**src/rtl/pool_serializer.sv**
```systemverilog
// pool_serializer: captures a WL-bit pooled word and emits it one bit per beat,
// address 0 first, under valid/ready flow control, then pulses oDONE once.
module pool_serializer #(
   parameter int unsigned WL = 5
) (
   input  logic          iCLK,
   input  logic          iRSTn,
   input  logic          iLOAD,
   input  logic [WL-1:0] iDATA,
   input  logic          iREADY,
   output logic          oBUSY,
   output logic          oVALID,
   output logic          oDATA,
   output logic [6:0]    oADDR,
   output logic          oLAST,
   output logic          oDONE
);

   localparam int unsigned CW = 7;
   localparam logic [CW-1:0] LAST_IDX = CW'(WL - 1);

   typedef enum logic [1:0] {
      IDLE = 2'b00,
      SEND = 2'b01,
      DONE = 2'b10
   } state_e;

   state_e         state_q, state_d;
   logic [CW-1:0]  cnt_q, cnt_d;
   logic [WL-1:0]  held_q, held_d;
   logic [WL-1:0]  held_shift;

   logic           busy_q, busy_d;
   logic           valid_q, valid_d;
   logic           data_q, data_d;
   logic [CW-1:0]  addr_q, addr_d;
   logic           last_q, last_d;
   logic           done_q, done_d;

   // Next-state, counter and holding-register update, plus next output values
   always_comb begin
      state_d    = state_q;
      cnt_d      = cnt_q;
      held_d     = held_q;
      busy_d     = 1'b0;
      valid_d    = 1'b0;
      data_d     = 1'b0;
      addr_d     = '0;
      last_d     = 1'b0;
      done_d     = 1'b0;
      held_shift = '0;

      case (state_q)
         IDLE: begin
            if (iLOAD) begin
               held_d  = iDATA;
               cnt_d   = '0;
               state_d = SEND;
            end
         end
         SEND: begin
            // valid is implied by being in SEND, so a beat moves on iREADY alone
            if (iREADY) begin
               if (cnt_q == LAST_IDX) begin
                  state_d = DONE;
               end else begin
                  cnt_d = cnt_q + CW'(1);
               end
            end
         end
         DONE: begin
            state_d = IDLE;
         end
         default: begin
            state_d = IDLE;
         end
      endcase

      // Outputs are registered, so they are derived from the next state
      held_shift = held_d >> cnt_d;
      busy_d     = (state_d == SEND) || (state_d == DONE);
      done_d     = (state_d == DONE);
      if (state_d == SEND) begin
         valid_d = 1'b1;
         addr_d  = cnt_d;
         data_d  = held_shift[0];
         last_d  = (cnt_d == LAST_IDX);
      end
   end

   // State, datapath and output registers with asynchronous clear
   always_ff @(posedge iCLK or negedge iRSTn) begin
      if (!iRSTn) begin
         state_q <= IDLE;
         cnt_q   <= '0;
         held_q  <= '0;
         busy_q  <= 1'b0;
         valid_q <= 1'b0;
         data_q  <= 1'b0;
         addr_q  <= '0;
         last_q  <= 1'b0;
         done_q  <= 1'b0;
      end else begin
         state_q <= state_d;
         cnt_q   <= cnt_d;
         held_q  <= held_d;
         busy_q  <= busy_d;
         valid_q <= valid_d;
         data_q  <= data_d;
         addr_q  <= addr_d;
         last_q  <= last_d;
         done_q  <= done_d;
      end
   end

   assign oBUSY  = busy_q;
   assign oVALID = valid_q;
   assign oDATA  = data_q;
   assign oADDR  = addr_q;
   assign oLAST  = last_q;
   assign oDONE  = done_q;

endmodule

```
**config.mk**
```make
export PLATFORM = sky130hd
export DESIGN_NAME = pool_serializer
export DESIGN_NICKNAME = d
export VERILOG_FILES = /design/src/rtl/pool_serializer.sv
export SDC_FILE = /design/constraint.sdc
export NUM_CORES = 1
export LEC_CHECK = 0
export ABC_AREA = 1
export CAP_MARGIN = 10
export CORE_ASPECT_RATIO = 0.6
export CORE_UTILIZATION = 52
export DETAILED_ROUTE_END_ITERATION = 8
export PLACE_DENSITY = 0.9
export SLEW_MARGIN = 20
export SYNTH_ARGS = -nofsm -noshare
export SYNTH_HDL_FRONTEND = slang
export SYNTH_SLANG_ARGS = --single-unit
```
**constraint.sdc**
```tcl
create_clock -name iCLK -period 2.2 [get_ports iCLK]
set_input_delay 0.55 -clock iCLK [delete_from_list [all_inputs] [get_ports iCLK]]
set_output_delay 0.55 -clock iCLK [all_outputs]
set_load 0.02 [all_outputs]
```
-- Word level (Yosys, flattened, before mapping)
Cells that the tools add are included.
- flip-flop bits (word level): 26
- input bits: 9
- output and inout bits: 12
- word-level logic and storage cells: 32
- add/sub/neg operators: 1
- eq/ne operators: 5
- shift-type cells: 1
- mux-type cells: 14
- reductions and logical operators: 2
- operator list (kind ; number):
    7-bit 2-to-1 mux ; 4
    7-bit by 3-bit equality test with 1-bit output, second input constant ; 2
    7-bit one-hot mux with 2 select lines ; 1
    5-bit 2-to-1 mux ; 2
    7-bit by 1-bit adder with 7-bit output, second input constant ; 1
    5-bit by 7-bit >> shifter with 1-bit output ; 1
    2-bit 2-to-1 mux ; 3
    2-bit by 1-bit equality test with 1-bit output, second input constant ; 2
    2-bit one-hot mux with 2 select lines ; 1
    1-bit 2-to-1 mux ; 3
    2-bit equality test, second input constant ; 1
    2-bit zero test ; 1
    1-bit logical OR ; 1

-- Depth between registers and ports, before layout
- word-level depth: 6
- mapped depth: 14
- mapped depth without buffers: 14

-- Worst setup path after synthesis
Ideal clock, no wire load.
- kind: reg2reg
- start: register cnt_q[0]
- end: register data_q, in the netlist oDATA
- library setup time: 117 ps
- arrival time: 1676 ps
- required time: 2083 ps
- setup slack: 407 ps
- stages on the path, launching flop included: 15
- buffers on the path: 0
- clock period less this slack: 1793 ps
- cells stage by stage: dfrtp_1 > inv_1 > ha_1 > inv_1 > nor2_2 > nand4_1 > nand2_1 > inv_1 > nor2_1 > inv_1 > ha_1 > nand3_2 > nor3_2 > nand3_1 > nor2_1
- cells in the longest elaborated chain, start to end: 6
- elaborated cells between the ends (all ways): 12
- those cells by class: add/sub (1); eq/ne (2); shift (1); mux (8)
- ends and longest elaborated chain (item ; RTL line ; source):
    start, declared ; 29 ; logic [CW-1:0] cnt_q, cnt_d;
    start signal, assigned ; 105 ; cnt_q <= cnt_d;
    7-bit by 3-bit equality test with 1-bit output ; 64 ; if (cnt_q == LAST_IDX) begin
    2-bit 2-to-1 mux ; 64 ;
    2-bit 2-to-1 mux ; 63 ; if (iREADY) begin
    2-bit one-hot mux with 2 select lines ; 53 ; case (state_q)
    via state_d[0] ; 28 ; state_e state_q, state_d;
    2-bit by 1-bit equality test with 1-bit output ; 83 ; if (state_d == SEND) begin
    1-bit 2-to-1 mux ; 83 ;
    via data_d ; 35 ; logic data_q, data_d;
    end signal, assigned ; 109 ; data_q <= data_d;
    end, declared ; 35 ;
The timed path passes the listed nets, and every way through them passes these cells.

-- Worst setup path in the final report
- start: input port iREADY
- end: register data_q, in the netlist oDATA
- cells in the longest elaborated chain, start to end: 4
- elaborated cells between the ends (all ways): 7
- those cells by class: eq/ne (1); shift (1); mux (5)
- ends and longest elaborated chain (item ; RTL line ; source):
    start, declared ; 10 ; input logic iREADY,
    2-bit 2-to-1 mux ; 63 ;
    2-bit one-hot mux with 2 select lines ; 53 ;
    via state_d[0] ; 28 ;
    2-bit by 1-bit equality test with 1-bit output ; 83 ;
    1-bit 2-to-1 mux ; 83 ;
    via data_d ; 35 ;
The timed path passes the listed nets, and every way through them passes these cells.

==> run_results.csv <==
group,metric,value,unit
floorplan,rows,13,
route,drtIter0Drc,48,
grt,grt_remaining_overflow,0,
yosys,yosysTopAreaCell,"dfrtp_1",
placed_design,hpwlAfterDp,2.339,mm
power_and_ir_drop,finalPower,2.324,mW
job,maxCapViolations,0,
setup_path,reg2reg_slack,0.17,ns
yosys,synth_nets,168,
layout,utilization,0.7398,
clock_network,cts_hold_buf,0,
sta,holdWs,0.5056,ns
clock_network,cts_buffers,3,
clock_network,cts.clk_slew.worst_paths,0.09,ns
placed_design,globalplace.congestion,0.8562,
yosys,synthTopCellsByArea,"dfrtp_1 49%, nand2_1 9.0%, nor2_1 5.3%, inv_1 5.1%, nand3_1 4.1%",
clock_network,root_buffer,"clkbuf_8",
route,finalWirelength,3.051,mm
route,postRouteAntennaNets,0,
yosys,async_flop_share,1.000,
grt,met1_usage,0.3259,
setup_path,arrival,2.23,ns
grt,grt_use_total,0.2424,
run_status,status,"completed",
layout,fillerInstances,148,
route,vias,1086,
layout,ff_latch_area,650.6,um2
yosys,ys_seq_area_frac,0.4864,
yosys,syn_area,1338,um2
setup_path,start_kind,"input pin",
sta,maxSlewHeadroom,0.7323,
yosys,synth_top_cell_area_share,0.4864,
floorplan,initial_utilization,0.5832,
setup_path,crit_type,"input pin to register",
sta,fin_crit,2.027,ns
power_and_ir_drop,ir_worst_vdd,0.9750,mV
sta,hold_viol_final,0,
route,vias_per_cell,5.051,
power_and_ir_drop,powerDensity,1370,nW/um2
sta,rsz0062_at_grt,"no",
sta,setup_violations,0,
layout,diodes,0,
floorplan,die_w,67.48,um
grt,grt_max_degree,27,
layout,fin_nets,199,
route,wl_per_cell,14.19,um
route,firstDrtPassIters,4,
floorplan,core_area,2293,um2
sta,setup_tns,0,ns
sta,fin_skew,0.009349,ns
floorplan,dieArea,2786,um2
yosys,ys_ff_latch,26,
sta,worstMarginPinSlew,0.3974,ns
yosys,synthTopCellsByCount,"32 x nand2_1, 26 x dfrtp_1, 19 x nor2_1, 18 x inv_1, 11 x nand3_1",
clock_network,htree_levels,1,
grt,antenna_found_initial,0,
clock_network,clock_latency,0.27,ns
sta,fin_crit_sh,0.9213,
placed_design,dp_cells,211,
placed_design,numPortBuffers,20,
yosys,synth_edf_count,0,
layout,multi_input_area,595.6,um2
grt,grt_pass1_vias,956,
grt,grt_use_met3,0.06944,
sta,slew_viol_final,0,
layout,area_growth,26.85,%
layout,layout-drive-gt1-share,0.2486,
setup_path,worst_ep_required_time,2.40,ns
grt,grtUsageMet2,0.3886,
yosys,syn_inst,155,
power_and_ir_drop,leakagePower,0.8486,nW
grt,grt-busiest-layer,"met2",
setup_path,end_kind,"register",
route,drcViolationCount,0,
yosys,synth-warning-count,0,
setup_path,cp_max_fo,4,
yosys,avgSynthCellArea,8.629,um2
yosys,synth.most_common_cell,"nand2_1",
floorplan,die_y,41.29,um
clock_network,clkSinkCount,26,
clock_network,clock_path_buffers,2,
grt,grt_pass1_wl,4.519,mm
layout,final_cells,215,
worst_hold_path,hold_path.class,"register to register",
yosys,ys.flop_type,"dfrtp_1",
floorplan,io_pins,21,
sta,fmax,493.4,MHz
clock_network,cts_tree,"built",
yosys,yosysUniqueCellTypes,22,
[state kept, by name (all words and copies together) (netlist names)]
name     flops
cnt_q        7
oADDR        7
held_q       5
state_q      2
oBUSY        1
oDATA        1
oDONE        1
oLAST        1
oVALID       1
[cell usage in the layout (no fill, tap or decap)]
master and count:
inv_2 7, a21oi_2 1, clkbuf_8 3, nand2_2 7, nand2_1 32, dfrtp_1 26, nand3_4 2, nor2_2 8
ha_1 3, nand3_2 3, a21oi_1 3, inv_4 1, o21bai_1 1, nor3_2 1, bufinv_16 1, nand3b_2 1
inv_1 17, or2_1 1, ha_2 1, o21ai_0 4, nor2_1 18, nand2_4 4, nor3_1 1, nand4_1 2
buf_4 6, nand3_1 11, clkdlybuf4s50_1 20
[power breakdown]
part	leakage, nW	internal, mW	switching, mW	total [mW]
logic	0.485	0.453	0.740	1.19
clock network	0.0357	0.243	0.154	0.397
registers	0.328	0.638	0.0955	0.733
[cell type report]
cell class / instances / area share
repair buffers: 26 / 0.1445
clock buffers: 3 / 0.02434
inverters: 25 / 0.05678
well taps: 30 / 0.02212
clock inverters: 1 / 0.01770
multi-input cells: 104 / 0.3510
flip-flops and latches: 26 / 0.3835
[critical path, cell delays in order]
cell and delay, ns:
clkdlybuf4s50_1 0.47, nand4_1 0.18, nand2_1 0.10, inv_1 0.08, nor2_2 0.05, inv_1 0.07
ha_2 0.21, nand3_2 0.08, nor3_2 0.23, nand3_1 0.10, nor2_1 0.10
[cell families (layout without fill, tap and decap cells)]
| group | Yosys count | after routing | synth area share |
|---|---|---|---|
| and+or+nand+nor | 91 | 91 | 0.3658 |
| DFF | 26 | 26 | 0.4864 |
| buffers and inverters | 25 | 55 | 0.07203 |
| AOI/OAI and AO/OA | 9 | 9 | 0.03835 |
| adders and majority gates | 4 | 4 | 0.03742 |
[timing repair]
action | CTS | global route
buffers inserted | 0 | 0
endpoints found under the setup margin | 0 | 9
gates resized for setup | 0 | 3
[final timing paths]
check | startpoint | end | cells after the start
max reg2reg | cnt_q[0] | oDATA | 14
max in group asynchronous | iRSTn | oADDR[3] | 2
min in group asynchronous | iRSTn | oADDR[2] | 2
min reg2reg | held_q[4] | held_q[4] | 2
max | iREADY | oDATA | 11
min | held_q[4] | held_q[4] | 2
[layer usage]
| layer | routed length (um) | share of wire |
|---|---|---|
| met3 | 123 | 0.040 |
| met4 | 13 | 0.0043 |
| met5 | 0 | 0 |
| met1 | 1532 | 0.50 |
| met2 | 1381 | 0.45 |
[through the flow]
| stage | worst slack (ns) | cell area, um2 |
|---|---|---|
| 3_3_place_gp | -0.01208 | 1620 |
| 4_1_cts | 0.05594 | 1692 |
| 3_5_place_dp | -0.1325 | 1620 |
| 5_1_grt | 0.02027 | 1697 |
| 6_report | 0.1731 | 1697 |
| 2_1_floorplan | 0.4071 | 1338 |
No activity file was read; power rests on OpenSTA's default activity.
